### config.mk
export PLATFORM = sky130hd
export DESIGN_NAME = stat_display
export DESIGN_NICKNAME = d
export VERILOG_FILES = /design/src/rtl/stat_display.sv
export SDC_FILE = /design/constraint.sdc
export NUM_CORES = 1
export LEC_CHECK = 0
export BUFFER_PORTS_ARGS = -buffer_cell sky130_fd_sc_hd__clkbuf_2
export CORE_MARGIN = 4
export CORE_UTILIZATION = 61
export DETAILED_ROUTE_END_ITERATION = 8
export HOLD_SLACK_MARGIN = 0.06
export PLACE_DENSITY_LB_ADDON = 0.08
export SYNTH_ARGS = -nofsm -noshare
export SYNTH_HDL_FRONTEND = slang
export SYNTH_SLANG_ARGS = --single-unit
### constraint.sdc
create_clock -name clk -period 2.25 [get_ports clk]
set_clock_uncertainty 0.1 [all_clocks]
set_input_delay 0.45 -clock clk [delete_from_list [all_inputs] [get_ports clk]]
set_output_delay 0.45 -clock clk [all_outputs]
set_load 0.05 [all_outputs]
### src/rtl/stat_display.sv
// stat_display: four-digit multiplexed seven-segment view of one pet stat.
// Layout, left to right: stat_name glyph, state glyph, BCD tens (blank below 10), BCD units.
module stat_display #(
    parameter int unsigned REFRESH_DIV  = 50000,
    parameter int          COMMON_ANODE = 1
) (
    input  logic       clk,
    input  logic       rst,
    input  logic [3:0] stat_name,
    input  logic [5:0] stat_value,
    input  logic [3:0] state,
    output logic [6:0] sseg,
    output logic [3:0] an,
    output logic       conv_busy
);

    localparam int unsigned PW         = $clog2(REFRESH_DIV);
    localparam bit          ACTIVE_LOW = (COMMON_ANODE != 0);
    localparam logic [6:0]  SEG_OFF    = ACTIVE_LOW ? 7'h7F : 7'h00;
    localparam logic [3:0]  AN_OFF     = ACTIVE_LOW ? 4'hF : 4'h0;

    typedef enum logic [1:0] {IDLE, LOAD, SHIFT, UPDATE} conv_state_t;

    conv_state_t cs_q, cs_d;

    logic [5:0]    bin_q;
    logic [5:0]    cap_q;
    logic [5:0]    last_q;
    logic [3:0]    tens_bcd_q;
    logic [3:0]    units_bcd_q;
    logic [2:0]    iter_q;
    logic          force_q;
    logic [3:0]    tens_q;
    logic [3:0]    units_q;
    logic [3:0]    name_q;
    logic [3:0]    pstate_q;
    logic [PW-1:0] presc_q;
    logic [1:0]    idx_q;

    logic [3:0]  tens_adj;
    logic [3:0]  units_adj;
    logic [13:0] shifted;
    logic [6:0]  seg_raw;
    logic [3:0]  an_raw;

    function automatic logic [6:0] hex_glyph(input logic [3:0] v);
        logic [6:0] g;
        case (v)
            4'h0: g = 7'h3F;
            4'h1: g = 7'h06;
            4'h2: g = 7'h5B;
            4'h3: g = 7'h4F;
            4'h4: g = 7'h66;
            4'h5: g = 7'h6D;
            4'h6: g = 7'h7D;
            4'h7: g = 7'h07;
            4'h8: g = 7'h7F;
            4'h9: g = 7'h6F;
            4'hA: g = 7'h77;
            4'hB: g = 7'h7C;
            4'hC: g = 7'h39;
            4'hD: g = 7'h5E;
            4'hE: g = 7'h79;
            default: g = 7'h71;
        endcase
        return g;
    endfunction

    assign conv_busy = (cs_q != IDLE);

    always_ff @(posedge clk or negedge rst) begin
        if (!rst) begin
            cs_q <= IDLE;
        end else begin
            cs_q <= cs_d;
        end
    end

    always_comb begin
        cs_d = cs_q;
        case (cs_q)
            IDLE:    if (force_q || (stat_value != last_q)) cs_d = LOAD;
            LOAD:    cs_d = SHIFT;
            SHIFT:   if (iter_q == 3'd1) cs_d = UPDATE;
            UPDATE:  cs_d = IDLE;
            default: cs_d = IDLE;
        endcase
    end

    // Double-dabble step: correct nibbles >= 5 before the shift so they carry as decimal.
    always_comb begin
        tens_adj  = (tens_bcd_q >= 4'd5) ? tens_bcd_q + 4'd3 : tens_bcd_q;
        units_adj = (units_bcd_q >= 4'd5) ? units_bcd_q + 4'd3 : units_bcd_q;
        shifted   = {tens_adj, units_adj, bin_q} << 1;
    end

    always_ff @(posedge clk or negedge rst) begin
        if (!rst) begin
            bin_q       <= '0;
            cap_q       <= '0;
            last_q      <= '0;
            tens_bcd_q  <= '0;
            units_bcd_q <= '0;
            iter_q      <= '0;
            force_q     <= 1'b1;
            tens_q      <= '0;
            units_q     <= '0;
        end else begin
            case (cs_q)
                LOAD: begin
                    bin_q       <= stat_value;
                    cap_q       <= stat_value;
                    tens_bcd_q  <= '0;
                    units_bcd_q <= '0;
                    iter_q      <= 3'd6;
                    force_q     <= 1'b0;
                end
                SHIFT: begin
                    tens_bcd_q  <= shifted[13:10];
                    units_bcd_q <= shifted[9:6];
                    bin_q       <= shifted[5:0];
                    iter_q      <= iter_q - 3'd1;
                end
                UPDATE: begin
                    tens_q  <= tens_bcd_q;
                    units_q <= units_bcd_q;
                    last_q  <= cap_q;
                end
                default: ;
            endcase
        end
    end

    always_ff @(posedge clk or negedge rst) begin
        if (!rst) begin
            name_q   <= '0;
            pstate_q <= '0;
            presc_q  <= '0;
            idx_q    <= '0;
        end else begin
            name_q   <= stat_name;
            pstate_q <= state;
            if (presc_q == PW'(REFRESH_DIV - 1)) begin
                presc_q <= '0;
                idx_q   <= idx_q + 2'd1;
            end else begin
                presc_q <= presc_q + 1'b1;
            end
        end
    end

    always_comb begin
        case (idx_q)
            2'd0:    seg_raw = hex_glyph(units_q);
            2'd1:    seg_raw = (tens_q == 4'd0) ? 7'h00 : hex_glyph(tens_q);
            2'd2:    seg_raw = hex_glyph(pstate_q);
            default: seg_raw = hex_glyph(name_q);
        endcase
        an_raw = 4'b0001 << idx_q;
    end

    // an and sseg share one register stage so the enable never leads its segments.
    always_ff @(posedge clk or negedge rst) begin
        if (!rst) begin
            sseg <= SEG_OFF;
            an   <= AN_OFF;
        end else begin
            sseg <= ACTIVE_LOW ? ~seg_raw : seg_raw;
            an   <= ACTIVE_LOW ? ~an_raw : an_raw;
        end
    end

endmodule

==> results of run 1 <==
[sequential cells by signal (all words and copies together), names as in the netlist]
register,cells
an,4
bin_q,6
cap_q,6
cs_q,2
force_q,1
idx_q,2
iter_q,3
last_q,6
name_q,4
presc_q,16
pstate_q,4
sseg,7
tens_bcd_q,4
tens_q,4
units_bcd_q,4
units_q,4
[worst paths after layout]
path | to | from
worst min-delay path | name_q[0] | stat_name[0]
max in group asynchronous | an[3] | rst
worst max-delay path | idx_q[1] | presc_q[7]
worst min register to register | presc_q[15] | presc_q[15]
worst max register to register | idx_q[1] | presc_q[7]
min in group asynchronous | name_q[0] | rst
[cells in the final DEF, fill, tap and decap left out, drive strengths merged, types with 8 or more instances in the layout]
| cell | n |
|---|---|
| a21oi | 14 |
| buf | 8 |
| clkbuf | 36 |
| dfrtp | 65 |
| dfstp | 12 |
| ha | 39 |
| inv | 34 |
| mux2 | 24 |
| mux2i | 15 |
| nand2 | 26 |
| nand2b | 12 |
| nand3 | 14 |
| nor2 | 25 |
| nor2b | 8 |
| o21ai | 18 |
| xnor2 | 10 |
| xor2 | 11 |
[cell usage after synthesis (5+ instances only)]
| master | n |
|---|---|
| o22ai_1 | 6 |
| dfstp_2 | 12 |
| clkbuf_1 | 16 |
| a21oi_1 | 14 |
| xnor2_1 | 10 |
| xor2_1 | 11 |
| nand3_1 | 14 |
| mux2_2 | 24 |
| nor3_1 | 7 |
| ha_1 | 39 |
| inv_1 | 34 |
| nand2_1 | 26 |
| dfrtp_1 | 65 |
| nand3b_1 | 5 |
| o21ai_0 | 17 |
| nor2b_1 | 8 |
| mux2i_1 | 15 |
| nor2_1 | 25 |
| nand2b_1 | 12 |
[report_power, final]
| group | internal [mW] | switching, mW | leakage [nW] | total [mW] |
|---|---|---|---|---|
| clock network | 0.625 | 0.511 | 0.110 | 1.14 |
| registers | 1.71 | 0.207 | 0.942 | 1.91 |
| logic | 0.666 | 0.884 | 1.12 | 1.55 |
| total | 3.00 | 1.60 | 2.17 | 4.60 |
[metal layers]
metal | up-vias | wire length, microns
met2 | 59 | 3869
met1 | 1453 | 3534
met5 | - | 0
met3 | 24 | 266
met4 | 0 | 238
li1 | 1497 | -
[metrics by stage]
step	hold WS, ns	worst slack, ns	power [mW]	util [%]	area [sq um]
6_report	0.1039	0.2954	4.598	69.98	4807
5_1_grt	0.07633	0.1892	4.913	69.98	4807
4_1_cts	0.08663	0.2759	4.641	69.98	4807
3_5_place_dp	0.3423	0.3211	3.491	66.70	4582
3_3_place_gp	0.3358	0.3702	3.444	66.70	4582
2_1_floorplan	0.05441	0.3705	3.116	-	4343
[logic make-up after synthesis]
family / after synthesis
compound gates: 72
buf+inv: 52
fa+ha+maj: 39
mux: 42
xor+xnor: 21
simple gates: 111
flops: 77
[worst max-delay path, cell delays in order (launching register included)]
cell	delay, ns
dfrtp_1	0.42
or4b_1	0.55
nor4_2	0.45
buf_4	0.24
o21ai_0	0.08
[layout make-up]
type	count	area, sq um
repair buffers	35	200.2
clock buffers	10	127.6
multi-input cells	285	2202
inverters	34	127.6
fillers	550	2062
well taps	96	120.1
clock inverters	6	87.58
flip-flops and latches	77	1942
[timing repair]
action	in CTS	in global routing
setup endpoints to repair	0	0
resized for setup	0	0
hold endpoints to repair	33	0
hold buffers	1	0
==> impl_metrics.csv, run 1 <==
group,metric,value,unit
status,run_status,"finished clean",
grt,grt_pass1_vias,2953,
grt,gr-total-overflow,0,
route,wl,7908,microns
sta,fmax,0.5116,GHz
grt,grt_usage,20.12,%
yosys,syn_inst,414,
yosys,synth_enable_flop_cells,0,
sta,worst_pin_slew,0.5063,ns
clock_network,cts.path.max_buffers,2,
floorplanning,start_util,63.22,%
route,dr.first_iter.drc_count,130,
floorplanning,die_w,92.38,microns
floorplanning,std_cell_rows,30,
sta,timing.setup.tns,0,ns
placed_design,place_inst,526,
sta,slew_headroom,66.24,%
cells_and_area,finish.net_count,497,
setup_path,startpoint_type,"flop",
cells_and_area,num_antenna_cells,0,
yosys,synth-seq-cells,77,
sta,min_period,1.955,ns
sta,fin_crit_sh,86.87,%
clock_network,cts_root_buf,"clkbuf_8",
yosys,synth_area_leaders,"dfrtp_1 (37%), ha_1 (11%), dfstp_2 (7.3%)",
grt,met3_usage,2.762,%
clock_network,cts_tree,"done",
clock_network,post_cts_buffers,0,
sta,maxSlewViolCount,0,
clock_network,clock_latency,0.34,ns
placed_design,io_buffers,27,
grt,use_met1,25.42,%
setup_path,rrSetupSlack,0.30,ns
floorplanning,coreArea,6869,sq um
route,avgViaCountPerCell,5.586,
sta,rsz0062_at_grt,"no",
grt,grt_pass1_wl,13590,microns
yosys,yosysSeqAreaShare,44.71,%
yosys,postSynth.asyncResetShare,100.0,%
yosys,synthAdderAreaFrac,11.24,%
cells_and_area,area_growth,10.69,%
route,firstDrtPassIters,4,
route,drt_drc_violations_left,0,
cells_and_area,fin_cells,543,
power,leakage,2.171,nW
yosys,syn_avg_cell_area,10.49,sq um
grt,grt_max_degree,38,
yosys,synth_area,4343,sq um
yosys,synth_xor_area_share,4.235,%
route,vias,3033,
placed_design,hpwlAfterDp,5796,microns
route,routedWlPerCell,14.56,microns
grt,met2_usage,33.78,%
yosys,ys_types,48,
run,drv_cap,0,
floorplanning,dieHeight,92.38,microns
yosys,yosys.area.top_type,"dfrtp_1",
hold_path,hold_class,"primary input to flop",
route,ant_nets,0,
yosys,synth-compound-area-share,10.95,%
setup_path,reg2regPathDepth,4,
clock_network,clk_pin_slew,0.08,ns
yosys,synthSimpleGateAreaFrac,13.05,%
hold_path,holdPathStages,1,
floorplanning,io_pins,28,
grt,busiest_layer,"met2",
grt,grt_antenna_before_repair,0,
setup_path,cp_max_fo,8,
placed_design,gp_congestion,0.8576,
floorplanning,dieArea,8533,sq um
yosys,synth_top_family_by_area,"simple AND/OR/NAND/NOR gates",
yosys,synthMuxAreaShare,11.24,%
yosys,syn-num-nets,469,
power,vdd_ir_drop_max,0.6996,mV
sta,final-hold-violation-count,0,
clock_network,cts_sinks,77,
setup_path,crit_type,"flop to flop",
sta,final-setup-viol-count,0,
cells_and_area,drive_gt1_share,20.13,%
clock_network,cts_buffers,9,
yosys,yosysWarnings,0,
yosys,synth_top_area_share,37.45,%
setup_path,critPathArrivalTime,2.08,ns
power,power-per-cell-area,956.6,nW/um^2
yosys,ys.flop_type,"dfrtp_1",
setup_path,end_kind,"flop",
clock_network,htree_num_levels,3,
setup_path,worstPathRequired,2.37,ns
Power figures use the tool's default switching activity.
==> inputs of run 2 (changes only) <==
==> constraint.sdc (replaced) <==
create_clock -name clk -period 2.2 [get_ports clk]
set_clock_uncertainty 0.1 [all_clocks]
set_input_delay 0.44 -clock clk [delete_from_list [all_inputs] [get_ports clk]]
set_output_delay 0.44 -clock clk [all_outputs]
set_load 0.05 [all_outputs]
==> run 2 against run 1 <==
  * Total power rose by 1.4%
  * Register-to-register slack got worse by 0.02 ns
  * Via count fell by 0.43%
  * Combinational power rose by 5%
  * Worst setup slack got worse by 0.035 ns
  * Critical path depth did not move
  * Non-clock buffer count rose by 1
  * Hold slack got worse by 0.0033 ns
  * Critical endpoint is now conv_busy
  * Wire length rose by 0.81%
  * Die area did not move
==> impl_metrics.csv, run 2 (synthesized netlist as in run 1, its figures left out) <==
group,metric,value,unit
route,drt_drc_violations_left,0,
setup_path,worstPathRequired,1.66,ns
sta,min_period,1.940,ns
sta,maxSlewViolCount,0,
floorplanning,std_cell_rows,30,
route,ant_nets,0,
floorplanning,io_pins,28,
placed_design,pre_cts_ws,0.2817,ns
clock_network,cts_tree,"done",
sta,fmax,0.5156,GHz
setup_path,crit_type,"flop to output pin",
clock_network,cts.path.max_buffers,2,
clock_network,cts_sinks,77,
route,dr.first_iter.drc_count,96,
clock_network,cts.repair.resized,0,
route,vias,3020,
clock_network,clock_latency,0.34,ns
power,vdd_ir_drop_max,0.8637,mV
grt,grt_antenna_before_repair,0,
power,seqPwrFrac,42.0,%
sta,fin_crit_sh,88.16,%
cells_and_area,final_common_cell,"dfrtp_1",
power,power-per-cell-area,971.9,nW/um^2
clock_network,htree_num_levels,3,
setup_path,cp_max_fo,4,
floorplanning,coreArea,6869,sq um
route,wl,7972,microns
sta,final-hold-violation-count,0,
cells_and_area,finish.net_count,498,
sta,worst_pin_slew,0.4944,ns
sta,final-setup-viol-count,0,
grt,grt_usage,20.38,%
floorplanning,start_util,63.22,%
route,routedWlPerCell,14.68,microns
grt,gr-total-overflow,0,
cells_and_area,regMostFlops,"presc_q",
grt,grt_pass1_wl,13800,microns
hold_path,hold_class,"primary input to flop",
cells_and_area,reg_top3,"presc_q x16, sseg x7",
cells_and_area,fill_cells,544,
power,p_int,3.023,mW
floorplanning,dieHeight,92.38,microns
sta,rsz0062_at_grt,"no",
sta,layout_setup_ws,0.2604,ns
status,run_status,"finished clean",
power,p_switching,1.640,mW
cells_and_area,area_growth,10.49,%
cells_and_area,largest_register_ffs,16,
grt,grt_pass1_vias,2960,
route,avgViaCountPerCell,5.562,
clock_network,clk_pin_slew,0.08,ns
floorplanning,die_w,92.38,microns
placed_design,gp_congestion,0.8740,
power,combPwrFrac,34.9,%
power,p_clk_share,23.1,%
clock_network,cts_buffers,9,
run,drv_cap,0,
sta,slew_headroom,67.04,%
power,leakage,2.166,nW
clock_network,cts_root_buf,"clkbuf_8",
grt,grt_max_degree,38,
cells_and_area,fin_util,69.85,%
setup_path,startpoint_type,"flop",
placed_design,hpwlAfterDp,5800,microns
floorplanning,dieArea,8533,sq um
setup_path,end_kind,"output pin",
cells_and_area,final_cell_mix,"dfrtp_1 (65), ha_1 (39), inv_1 (34), nand2_1 (26), clkbuf_2 (26)",
sta,timing.setup.tns,0,ns
setup_path,critPathArrivalTime,1.40,ns
cells_and_area,num_antenna_cells,0,
placed_design,io_buffers,27,
power,switching_share,35.17,%
cells_and_area,drive_gt1_share,20.36,%
route,firstDrtPassIters,4,
[run 2: changes by cell type in the layout (fill, tap and decap cells not counted), sizes merged]
| cell | previous run | this run |
|---|---|---|
| clkinv | 4 | 2 |
| buf | 8 | 9 |
| bufinv | 2 | 1 |
| clkbuf | 36 | 37 |
| clkinvlp | 0 | 1 |
[run 2: power groups by stage]
| stage | clock, mW | sequential [mW] | combinational [mW] |
|---|---|---|---|
| after floorplan | 0 | 2.04 | 1.15 |
| after global placement | 0 | 1.97 | 1.57 |
| after detailed placement | 0 | 1.99 | 1.62 |
| after CTS | 1.10 | 1.96 | 1.63 |
| after global routing | 1.17 | 2.00 | 1.81 |
| final | 1.08 | 1.96 | 1.63 |
[run 2: final timing paths]
check                           slack (ns)  cells after the start          end   startpoint
worst max-delay path                  0.26                      4    conv_busy      cs_q[0]
worst min-delay path                  0.10                      1  pstate_q[2]     state[2]
worst max register to register        0.28                      5     idx_q[1]   presc_q[7]
worst min register to register        0.39                      1  presc_q[15]  presc_q[15]
max in group asynchronous             0.85                      3        an[0]          rst
min in group asynchronous             0.50                      2    name_q[2]          rst
[run 2: worst max-delay path, cell delays in order (launching register included)]
cell,delay [ns]
dfrtp_1,0.41
inv_1,0.09
ha_1,0.21
inv_1,0.08
clkbuf_2,0.28
[run 2: layer usage]
layer / GRT usage [%] / up-vias / share of wire [%]
met5: 0 / - / 0
met4: 5.322 / 0 / 0.94
met3: 4.387 / 9 / 3.7
met2: 35.47 / 59 / 51
met1: 25.79 / 1461 / 45
li1: - / 1491 / -
[run 2: layout make-up]
type / instances / area [sq um] / share of cell area [%]
multi-input combinational: 285 / 2202 / 45.89
tap: 96 / 120.1 / 2.503
clock inverter: 4 / 47.55 / 0.9909
inverter: 34 / 127.6 / 2.660
sequential: 77 / 1942 / 40.47
timing repair buffer: 36 / 207.7 / 4.329
clock buffer: 11 / 151.4 / 3.155
[run 2: through the flow]
step	std cells	instance area [sq um]	hold WS (ns)	total power, mW
finish	543	4798	0.1006	4.664
global route	543	4798	0.07315	4.991
CTS	543	4798	0.08744	4.695
detailed placement	527	4589	0.3401	3.607
global placement	527	4589	0.3267	3.542
floorplan	414	4343	0.04441	3.187
[run 2: what timing repair did]
| action | 4_1_cts | 5_1_grt |
|---|---|---|
| buffers inserted | 0 | 0 |
| hold endpoints to repair | 33 | 0 |
| endpoints found under the setup margin | 0 | 0 |
| hold buffers | 1 | 0 |
